--- src/rtl/heap_pkg.sv ---
// Shared definitions for the pipelined max-heap: stage opcodes, issue FSM states,
// and sizing helpers derived from the number of heap levels.
package heap_pkg;

  localparam logic OP_INSERT = 1'b0;
  localparam logic OP_QUERY  = 1'b1;

  typedef enum logic [2:0] {
    S_IDLE,
    S_ISSUE,
    S_GAP,
    S_DRAIN,
    S_QRESP,
    S_CLR
  } state_t;

  function automatic int unsigned heap_cap(input int unsigned total_level);
    return (32'd1 << total_level) - 32'd1;
  endfunction

  // Long enough for an insert issued just before the query to settle through every level.
  function automatic int unsigned drain_cycles(input int unsigned total_level);
    return 2 * total_level + 1;
  endfunction

endpackage

--- src/rtl/heap_issue_ctrl_if.sv ---
// Request, query-response and stage-1 issue signals of the heap front end.
// slave is the controller side, master the requester/stage side.
interface heap_issue_ctrl_if #(
  parameter int CNT_SIZE    = 20,
  parameter int ADDR_SIZE   = 28,
  parameter int TOTAL_LEVEL = 6
);

  logic                   ins_valid;
  logic                   ins_ready;
  logic [CNT_SIZE-1:0]    ins_cnt;
  logic [ADDR_SIZE-1:0]   ins_addr;

  logic                   qry_valid;
  logic                   qry_ready;
  logic [CNT_SIZE-1:0]    root_cnt;
  logic [ADDR_SIZE-1:0]   root_addr;

  logic                   qry_rsp_valid;
  logic [CNT_SIZE-1:0]    qry_rsp_cnt;
  logic [ADDR_SIZE-1:0]   qry_rsp_addr;
  logic                   qry_rsp_empty;

  logic                   valid_o;
  logic                   opcode_o;
  logic [CNT_SIZE-1:0]    wcnt_o;
  logic [ADDR_SIZE-1:0]   waddr_o;
  logic [TOTAL_LEVEL-1:0] insert_path_o;
  logic [TOTAL_LEVEL-1:0] index_o;
  logic [TOTAL_LEVEL-1:0] heap_element_cnt_o;

  modport slave (
    input  ins_valid, ins_cnt, ins_addr, qry_valid, root_cnt, root_addr,
    output ins_ready, qry_ready,
    output qry_rsp_valid, qry_rsp_cnt, qry_rsp_addr, qry_rsp_empty,
    output valid_o, opcode_o, wcnt_o, waddr_o, insert_path_o, index_o, heap_element_cnt_o
  );

  modport master (
    output ins_valid, ins_cnt, ins_addr, qry_valid, root_cnt, root_addr,
    input  ins_ready, qry_ready,
    input  qry_rsp_valid, qry_rsp_cnt, qry_rsp_addr, qry_rsp_empty,
    input  valid_o, opcode_o, wcnt_o, waddr_o, insert_path_o, index_o, heap_element_cnt_o
  );

endinterface

--- src/rtl/heap_issue_ctrl.sv ---
// Heap front end: sequences inserts/queries into stage 1, tracks element count, serves root queries.
// Latency: insert accepted T -> valid_o in T+1; query accepted T -> response T+1+DRAIN_CYCLES+1 (T+2 when empty).
// Backpressure: ins_ready drops while issuing, draining, full or a query is pending; qry_ready only in IDLE/GAP.
module heap_issue_ctrl
  import heap_pkg::*;
#(
  parameter int CNT_SIZE    = 20,
  parameter int ADDR_SIZE   = 28,
  parameter int TOTAL_LEVEL = 6
) (
  input  logic                   clk,
  input  logic                   rst,
  input  logic                   clear,
  heap_issue_ctrl_if.slave       bus,
  output logic [TOTAL_LEVEL-1:0] heap_cnt,
  output logic                   full
);

  localparam int unsigned          DRAIN      = drain_cycles(TOTAL_LEVEL);
  localparam int                   DW         = $clog2(DRAIN + 1);
  localparam logic [TOTAL_LEVEL-1:0] CAP      = TOTAL_LEVEL'(heap_cap(TOTAL_LEVEL));
  localparam logic [DW-1:0]        DRAIN_LOAD = DW'(DRAIN);

  state_t         state_q, state_d;
  logic [DW-1:0]  drain_cnt;
  logic           ins_rdy, qry_rdy;
  logic           ins_acc, qry_acc;

  assign full          = (heap_cnt == CAP);
  assign bus.ins_ready = ins_rdy;
  assign bus.qry_ready = qry_rdy;
  assign bus.index_o   = '0;

  always_comb begin
    state_d = state_q;
    ins_rdy = 1'b0;
    qry_rdy = 1'b0;
    ins_acc = 1'b0;
    qry_acc = 1'b0;
    case (state_q)
      S_IDLE: begin
        // clear wins outright in IDLE, so neither request may handshake alongside it
        qry_rdy = !clear;
        ins_rdy = !full && !clear && !bus.qry_valid;
        if (clear) begin
          state_d = S_CLR;
        end else if (bus.qry_valid) begin
          qry_acc = 1'b1;
          state_d = (heap_cnt == '0) ? S_QRESP : S_DRAIN;
        end else if (bus.ins_valid && ins_rdy) begin
          ins_acc = 1'b1;
          state_d = S_ISSUE;
        end
      end
      S_ISSUE: state_d = S_GAP;
      S_GAP: begin
        qry_rdy = 1'b1;
        ins_rdy = !full && !clear && !bus.qry_valid;
        if (bus.qry_valid) begin
          qry_acc = 1'b1;
          state_d = S_DRAIN;
        end else if (bus.ins_valid && ins_rdy) begin
          ins_acc = 1'b1;
          state_d = S_ISSUE;
        end else begin
          state_d = S_IDLE;
        end
      end
      S_DRAIN: begin
        if (drain_cnt <= DW'(1)) state_d = S_QRESP;
      end
      S_QRESP: state_d = S_IDLE;
      S_CLR:   state_d = S_IDLE;
      default: state_d = S_IDLE;
    endcase
  end

  always_ff @(posedge clk) begin
    if (rst) begin
      state_q                <= S_IDLE;
      heap_cnt               <= '0;
      drain_cnt              <= '0;
      bus.valid_o            <= 1'b0;
      bus.opcode_o           <= OP_INSERT;
      bus.wcnt_o             <= '0;
      bus.waddr_o            <= '0;
      bus.insert_path_o      <= '0;
      bus.heap_element_cnt_o <= '0;
      bus.qry_rsp_valid      <= 1'b0;
      bus.qry_rsp_cnt        <= '0;
      bus.qry_rsp_addr       <= '0;
      bus.qry_rsp_empty      <= 1'b0;
    end else begin
      state_q      <= state_d;
      bus.valid_o  <= ins_acc;
      bus.opcode_o <= (state_d == S_DRAIN) ? OP_QUERY : OP_INSERT;

      if (ins_acc) begin
        bus.wcnt_o             <= bus.ins_cnt;
        bus.waddr_o            <= bus.ins_addr;
        bus.heap_element_cnt_o <= heap_cnt;
        bus.insert_path_o      <= heap_cnt + 1'b1;
        heap_cnt               <= heap_cnt + 1'b1;
      end else if (state_q == S_CLR) begin
        heap_cnt <= '0;
      end

      if (qry_acc && state_d == S_DRAIN) begin
        drain_cnt <= DRAIN_LOAD;
      end else if (state_q == S_DRAIN && drain_cnt != '0) begin
        drain_cnt <= drain_cnt - 1'b1;
      end

      bus.qry_rsp_valid <= (state_q == S_QRESP);
      if (state_q == S_QRESP) begin
        bus.qry_rsp_empty <= (heap_cnt == '0);
        bus.qry_rsp_cnt   <= (heap_cnt == '0) ? '0 : bus.root_cnt;
        bus.qry_rsp_addr  <= (heap_cnt == '0) ? '0 : bus.root_addr;
      end
    end
  end

endmodule

--- src/flat_wrapper.sv ---
// flat-port wrapper written by rule: the top's interface ports become plain ports
module heap_issue_ctrl_flat import heap_pkg::*;
#(
  parameter int CNT_SIZE    = 20,
  parameter int ADDR_SIZE   = 28,
  parameter int TOTAL_LEVEL = 6
)
  (clk, rst, clear, heap_cnt, full, bus_ins_valid, bus_ins_cnt, bus_ins_addr, bus_qry_valid, bus_root_cnt, bus_root_addr, bus_ins_ready, bus_qry_ready, bus_qry_rsp_valid, bus_qry_rsp_cnt, bus_qry_rsp_addr, bus_qry_rsp_empty, bus_valid_o, bus_opcode_o, bus_wcnt_o, bus_waddr_o, bus_insert_path_o, bus_index_o, bus_heap_element_cnt_o);
  heap_issue_ctrl_if #(.CNT_SIZE(CNT_SIZE), .ADDR_SIZE(ADDR_SIZE), .TOTAL_LEVEL(TOTAL_LEVEL)) bus_i ();
  input  logic clk;
  input  logic rst;
  input  logic clear;
  output logic [TOTAL_LEVEL-1:0] heap_cnt;
  output logic full;
  input wire logic [$bits(bus_i.ins_valid)-1:0] bus_ins_valid;
  input wire logic [$bits(bus_i.ins_cnt)-1:0] bus_ins_cnt;
  input wire logic [$bits(bus_i.ins_addr)-1:0] bus_ins_addr;
  input wire logic [$bits(bus_i.qry_valid)-1:0] bus_qry_valid;
  input wire logic [$bits(bus_i.root_cnt)-1:0] bus_root_cnt;
  input wire logic [$bits(bus_i.root_addr)-1:0] bus_root_addr;
  output wire logic [$bits(bus_i.ins_ready)-1:0] bus_ins_ready;
  output wire logic [$bits(bus_i.qry_ready)-1:0] bus_qry_ready;
  output wire logic [$bits(bus_i.qry_rsp_valid)-1:0] bus_qry_rsp_valid;
  output wire logic [$bits(bus_i.qry_rsp_cnt)-1:0] bus_qry_rsp_cnt;
  output wire logic [$bits(bus_i.qry_rsp_addr)-1:0] bus_qry_rsp_addr;
  output wire logic [$bits(bus_i.qry_rsp_empty)-1:0] bus_qry_rsp_empty;
  output wire logic [$bits(bus_i.valid_o)-1:0] bus_valid_o;
  output wire logic [$bits(bus_i.opcode_o)-1:0] bus_opcode_o;
  output wire logic [$bits(bus_i.wcnt_o)-1:0] bus_wcnt_o;
  output wire logic [$bits(bus_i.waddr_o)-1:0] bus_waddr_o;
  output wire logic [$bits(bus_i.insert_path_o)-1:0] bus_insert_path_o;
  output wire logic [$bits(bus_i.index_o)-1:0] bus_index_o;
  output wire logic [$bits(bus_i.heap_element_cnt_o)-1:0] bus_heap_element_cnt_o;
  assign bus_i.ins_valid = bus_ins_valid;
  assign bus_i.ins_cnt = bus_ins_cnt;
  assign bus_i.ins_addr = bus_ins_addr;
  assign bus_i.qry_valid = bus_qry_valid;
  assign bus_i.root_cnt = bus_root_cnt;
  assign bus_i.root_addr = bus_root_addr;
  assign bus_ins_ready = bus_i.ins_ready;
  assign bus_qry_ready = bus_i.qry_ready;
  assign bus_qry_rsp_valid = bus_i.qry_rsp_valid;
  assign bus_qry_rsp_cnt = bus_i.qry_rsp_cnt;
  assign bus_qry_rsp_addr = bus_i.qry_rsp_addr;
  assign bus_qry_rsp_empty = bus_i.qry_rsp_empty;
  assign bus_valid_o = bus_i.valid_o;
  assign bus_opcode_o = bus_i.opcode_o;
  assign bus_wcnt_o = bus_i.wcnt_o;
  assign bus_waddr_o = bus_i.waddr_o;
  assign bus_insert_path_o = bus_i.insert_path_o;
  assign bus_index_o = bus_i.index_o;
  assign bus_heap_element_cnt_o = bus_i.heap_element_cnt_o;
  heap_issue_ctrl #(.CNT_SIZE(CNT_SIZE), .ADDR_SIZE(ADDR_SIZE), .TOTAL_LEVEL(TOTAL_LEVEL)) u_core (.clk(clk), .rst(rst), .clear(clear), .bus(bus_i), .heap_cnt(heap_cnt), .full(full));
endmodule
--- config.mk ---
export PLATFORM = sky130hd
export DESIGN_NAME = heap_issue_ctrl_flat
export DESIGN_NICKNAME = d
export VERILOG_FILES = /design/src/rtl/heap_pkg.sv /design/src/rtl/heap_issue_ctrl_if.sv /design/src/rtl/heap_issue_ctrl.sv /design/src/flat_wrapper.sv
export SDC_FILE = /design/constraint.sdc
export NUM_CORES = 1
export LEC_CHECK = 0
export CAP_MARGIN = 20
export CELL_PAD_IN_SITES_DETAIL_PLACEMENT = 2
export CELL_PAD_IN_SITES_GLOBAL_PLACEMENT = 2
export CORE_UTILIZATION = 22
export DETAILED_ROUTE_END_ITERATION = 12
export MAX_ROUTING_LAYER = met4
export PLACE_DENSITY = 0.77
export SYNTH_ARGS = -nofsm -noshare
export SYNTH_HDL_FRONTEND = slang
export SYNTH_SLANG_ARGS = --single-unit
export TNS_END_PERCENT = 50
--- constraint.sdc ---
create_clock -name clk -period 1.8 [get_ports clk]
set_input_delay 0.54 -clock clk [delete_from_list [all_inputs] [get_ports clk]]
set_output_delay 0.54 -clock clk [all_outputs]
set_load 0.02 [all_outputs]
==> metrics.cfg, run 1 <==
[sta]
finalSetupViolations=7
worst_pin_slew_ns=0.598
clock_skew_ns=0.0129
fmax_ghz=0.503
maxSlewViolCount=0
setup_tns_ns=-0.437
finalWorstSetupSlack_ns=-0.186
hold_viol=0
min_period_ns=1.99
slew_headroom_pct=60.1
finalCritPeriodShare_pct=110
grt_setup_unrepaired=yes
holdWs_ns=0.396

[power]
clockPowerShare_pct=41.3
p_sw_share_pct=30.5
leakage_nw=3.56
intPower_mw=5.61
seqPwrFrac_pct=37.3
pwr_density_cell_mw_per_mm2=954
p_switching_mw=2.46
pwr-share-comb_pct=21.4
irDropWorstVdd_uv=647

[grt]
use_met1_pct=19.1
grt_first_pass_wirelength_um=29800
grt_max_degree=63
grt.busiest_layer=met2
antenna_found_initial=0
grt.overflow.total=0
grt_usage_pct=18.2
use_met3_pct=6.10
grt_pass1_vias=5367
use_met2_pct=32.3

[worst_setup_path]
reg2reg_depth=9
path_max_fanout=2
crit_chain=nor4_4 > nor2b_1 > buf_4
cp_slowest_cell=dfxtp_2
critPathLaunchType=flop
crit_start=u_core.state_q[0]
timing.rr.end=u_core.heap_cnt[1]
rrSetupSlack_ns=-0.06
slowest_delay_ns=0.34
crit_required_ns=1.26
cp-endpoint=bus_ins_ready
arrival_ns=1.45
crit_path_end_kind=primary output
timing.rr.start=u_core.heap_cnt[0]
crit_type=reg2out

[floorplan]
die_y_um=149
core_mm2=0.0210
rows=53
die_area_mm2=0.0221
io_pins=228
initial_core_util_pct=22.5
die_x_um=149

[routing]
vias=4911
viasPerCell=4.55
first_pass_iters=4
drc=0
wl_per_cell_um=18.6
ant_nets=0
drt_iter0_markers=122
wl_um=20100

[clock_network]
cts-root-buf=clkbuf_16
cts.sinks=125
cts.clk_slew.worst_paths_ns=0.06
cts_tree=built
insertion_delay_ns=0.42
ctsLongestPathBuffers=2
hold_buffers=0
cts_buffers=17
cts_max_level=4

[synthesis]
synth_common_cells=125 x dfxtp_1, 118 x nand2_1, 62 x a21oi_1
ys.flop_type=dfxtp_1
synth_area_leaders=dfxtp_1 53%, nand2_1 9.4%, a21oi_1 6.6%
ys_seq_area_share_pct=53.0
ys_types=44
netlist_instances=533
synth_top_area_share_pct=53.0
yosysMostFrequentCell=dfxtp_1
synthArstFlopShare_pct=0
synth_edf_count=0
ys_warn_count=0
synth_largest_area_cell=dfxtp_1
netlist_area_mm2=0.00472
synth.avg_cell_area_um2=8.86
ys_ff_latch=125

[run]
drv_cap=0

[status]
violations=negative setup slack
outcome=complete, but fails checks

[place]
numPortBuffers=221
dp_hpwl_um=12800
place.gp.congestion=0.759
placed_cell_area_mm2=0.00741

[hold_path]
hp-class=in2reg

[cells_and_area]
layout-drive-gt1-share_pct=22.0
antenna_cells=0
syn_to_final_growth_pct=79.2
fin_area_mm2=0.00846
num-nets-final=897

cells by family after synthesis:
kind of cell | count (synthesis) | share of synthesized area, %
AOI/OAI and AO/OA | 137 | 20.1
muxes | 1 | 0.238
buffers and inverters | 57 | 6.17
DFF | 125 | 53.0
xor gates and xnor gates | 6 | 1.11
adders and majority gates | 5 | 1.32
and+or+nand+nor | 201 | 17.9
other | 1 | 0.0794
worst max-delay path: cells and delay by family, from the launching register on:
kind / cells / cell delay (ns)
AND/OR/NAND/NOR: 2 / 0.52
flip-flops: 1 / 0.34
buffers and inverters: 1 / 0.17
sequential cells by signal (all words and copies together), names as in the netlist:
register,cells
u_core.bus.opcode_o,1
u_core.heap_cnt,6
u_core.bus.qry_rsp_valid,1
u_core.bus.qry_rsp_cnt,20
u_core.bus.qry_rsp_empty,1
u_core.drain_cnt,4
u_core.bus.valid_o,1
u_core.bus.waddr_o,28
u_core.bus.qry_rsp_addr,28
u_core.bus.heap_element_cnt_o,6
u_core.bus.insert_path_o,6
u_core.bus.wcnt_o,20
u_core.state_q,3
layout by cell type, fill, tap and decap left out, drive strengths merged, types with 3 or more instances in the layout:
master	synthesis	final
a2111oi	3	3
a211oi	7	7
a21oi	63	63
a221o	3	3
a22oi	50	50
buf	33	66
clkbuf	15	22
clkdlybuf4s50	0	97
clkinv	0	7
clkinvlp	0	3
conb	1	6
dfxtp	125	125
dlygate4sd2	0	112
ha	5	5
inv	9	13
nand2	118	118
nand3	4	4
nor2	61	61
nor2b	4	4
nor3	5	5
xnor2	5	5
timing repair:
item / CTS / global route
pin swaps: 6 / 11
gates cloned: 3 / 4
endpoints found under the setup margin: 231 / 94
resized for setup: 177 / 59
setup buffers: 7 / 13
area by class of cell:
class,instances,area (um2)
fillers,2248,12600
repair buffers,282,2790
flip-flops and latches,125,2510
multi-input cells,356,2210
clock buffers,17,425
well taps,275,344
clock inverters,15,140
inverters,9,38.8
power by group through the flow:
stage	registers, mW	clock network [mW]	logic [mW]
after global placement	3.04	0	1.48
final	3.01	3.33	1.73
after global routing	3.02	3.58	1.85
after floorplan	3.18	0	0.640
after CTS	3.00	3.43	1.58
after detailed placement	3.06	0	1.54
worst min-delay path by stage:
stage | startpoint | to | cells after the start
6_report | rst | u_core.state_q[2] | 2
5_1_grt | rst | u_core.state_q[2] | 2
4_1_cts | rst | u_core.state_q[2] | 2
3_5_place_dp | u_core.bus.wcnt_o[14] | u_core.bus.wcnt_o[14] | 2
3_3_place_gp | u_core.bus.wcnt_o[16] | u_core.bus.wcnt_o[16] | 2
2_1_floorplan | u_core.heap_cnt[1] | u_core.bus.heap_element_cnt_o[1] | 2
routing by layer:
| metal | up-vias | wire (um) |
|---|---|---|
| met4 | 0 | 218 |
| met5 | - | 0 |
| met1 | 2401 | 7980 |
| met3 | 16 | 1490 |
| li1 | 2321 | - |
| met2 | 173 | 10400 |
stage by stage:
| stage | setup WS [ns] | std cells | util, % | total power, mW |
|---|---|---|---|---|
| final | -0.186 | 1079 | 40.3 | 8.07 |
| after detailed placement | -0.901 | 1020 | 35.2 | 4.60 |
| after CTS | -0.228 | 1062 | 38.6 | 8.02 |
| after global routing | -0.251 | 1079 | 40.3 | 8.45 |
| after global placement | -0.927 | 1020 | 35.2 | 4.53 |
| after floorplan | 0.0288 | 538 | - | 3.81 |
Power figures use the tool's default switching activity.
==> run 2: changes to the inputs <==
--- a/config.mk
+++ b/config.mk
@@ -10,9 +10,8 @@
 export CELL_PAD_IN_SITES_GLOBAL_PLACEMENT = 2
 export CORE_UTILIZATION = 22
 export DETAILED_ROUTE_END_ITERATION = 12
-export MAX_ROUTING_LAYER = met4
 export PLACE_DENSITY = 0.77
 export SYNTH_ARGS = -nofsm -noshare
 export SYNTH_HDL_FRONTEND = slang
 export SYNTH_SLANG_ARGS = --single-unit
-export TNS_END_PERCENT = 50
+export TNS_END_PERCENT = 30
==> metrics.cfg, run 2 (synthesis results as in run 1) <==
[routing]
wl_per_cell_um=19.4
viasPerCell=4.59
drc=0
first_pass_iters=5
vias=4952
drt_iter0_markers=176
ant_nets=0
wl_um=20900

[status]
outcome=complete, but fails checks
violations=negative setup slack

[clock_network]
insertion_delay_ns=0.42
cts.sinks=125
cts-root-buf=clkbuf_16
cts_max_level=4
cts.clk_slew.worst_paths_ns=0.06
ctsLongestPathBuffers=2
cts_tree=built
cts_buffers=17

[place]
dp_cells=1020
numPortBuffers=221
place.gp.congestion=0.750
dpl_worst_slack_ns=-0.901
dp_hpwl_um=12800
placed_cell_area_mm2=0.00741

[cells_and_area]
num-nets-final=896
antenna_cells=0
reg_top3=u_core.bus.qry_rsp_addr: 28 flops, u_core.bus.waddr_o: 28 flops
syn_to_final_growth_pct=78.7
fin_area_mm2=0.00844
layout-drive-gt1-share_pct=22.4
utilization_pct=40.1
layout_common_cells=121 x dfxtp_1, 117 x nand2_1, 112 x dlygate4sd2_1
stdcell_count=1078
final_common_cell=dfxtp_1

[power]
irDropWorstVdd_uv=670
pwr_density_cell_mw_per_mm2=957
leakage_nw=3.55

[floorplan]
die_x_um=149
io_pins=228
initial_core_util_pct=22.5
die_area_mm2=0.0221
die_y_um=149
core_mm2=0.0210
rows=53

[worst_setup_path]
timing.rr.end=u_core.bus.qry_rsp_addr[7]
timing.rr.start=u_core.state_q[0]
crit_chain=nor4_4 > nor2b_1 > buf_4
rrSetupSlack_ns=-0.06
slowest_delay_ns=0.34
crit_path_end_kind=primary output
crit_type=reg2out
crit_buf_inv=1
path_max_fanout=2
arrival_ns=1.43
cp_slowest_cell=dfxtp_2
crit_required_ns=1.26
critPathLaunchType=flop
reg2reg_depth=7
cpLargestDelayFamily=simple AND/OR/NAND/NOR gates

[hold_path]
min_from=rst
min_to=u_core.state_q[2]
hp-class=in2reg
hold_path_depth=2

[sta]
finalSetupViolations=7
finalWorstSetupSlack_ns=-0.169
setup_tns_ns=-0.415
hold_viol=0
fmax_ghz=0.508
slew_headroom_pct=59.7
worst_pin_slew_ns=0.604
grt_setup_unrepaired=yes
min_period_ns=1.97
clock_skew_ns=0.00967
maxSlewViolCount=0
finalCritPeriodShare_pct=109

[grt]
grt_pass1_vias=5268
grt_first_pass_wirelength_um=29000
grt_usage_pct=17.0
grt.overflow.total=0
antenna_found_initial=0
grt_max_degree=63

[run]
drv_cap=0

==> run 2: changes by cell type in the layout (fill, tap and decap cells not counted), sizes merged <==
cell    previous run  this run
buf               66        64
clkbuf            22        23
==> run 2: worst max path at each step <==
stage	from	end	slack, ns	cells after the start
4_1_cts	u_core.state_q[2]	bus_ins_ready	-0.23	3
5_1_grt	u_core.state_q[0]	bus_ins_ready	-0.23	3
2_1_floorplan	u_core.heap_cnt[0]	bus_ins_ready	0.03	4
6_report	u_core.state_q[0]	bus_ins_ready	-0.17	3
3_3_place_gp	bus_qry_valid	bus_ins_ready	-0.93	4
3_5_place_dp	bus_qry_valid	bus_ins_ready	-0.90	4
==> run 2: per-stage QoR <==
step / hold slack, ns / total power [mW]
global route: 0.394 / 8.44
CTS: 0.376 / 7.99
global placement: 0.443 / 4.53
finish: 0.393 / 8.08
floorplan: 0.520 / 3.81
detailed placement: 0.455 / 4.60
==> run 2: power by group <==
part	leakage [nW]	internal (mW)	total (mW)	switching, mW
clock	0.272	1.92	3.33	1.41
combinational	2.26	0.777	1.74	0.959
sequential	1.01	2.91	3.01	0.0979
==> run 2: repair_timing <==
action,4_1_cts,5_1_grt
pin swaps,6,10
gates resized for setup,173,59
gates cloned,1,5
endpoints found under the hold margin,0,0
endpoints found under the setup margin,231,96
buffers inserted,5,17
hold buffers,0,0
==> run 2: routing by layer <==
layer	up-vias	track usage, %	routed length (um)
met1	2435	18.3	7980
met2	177	30.8	10900
met5	-	0	0
met3	22	6.07	1620
met4	0	5.67	336
li1	2318	-	-
==> run 2: area by class of cell <==
type / instances / area, um2
Clock inverter: 15 / 140
Sequential cell: 125 / 2510
Timing Repair Buffer: 281 / 2760
Clock buffer: 17 / 425
Fill cell: 2246 / 12600
Multi-Input combinational cell: 356 / 2220
Inverter: 9 / 38.8
Tap cell: 275 / 344
==> run 2: worst reg2reg max path, stage by stage (launching register included) <==
cell and delay, ns:
dfxtp_2 0.34, buf_4 0.18, or3b_4 0.44, a21oi_4 0.24, buf_12 0.16, buf_6 0.14
a22oi_2 0.07, nor2_1 0.19
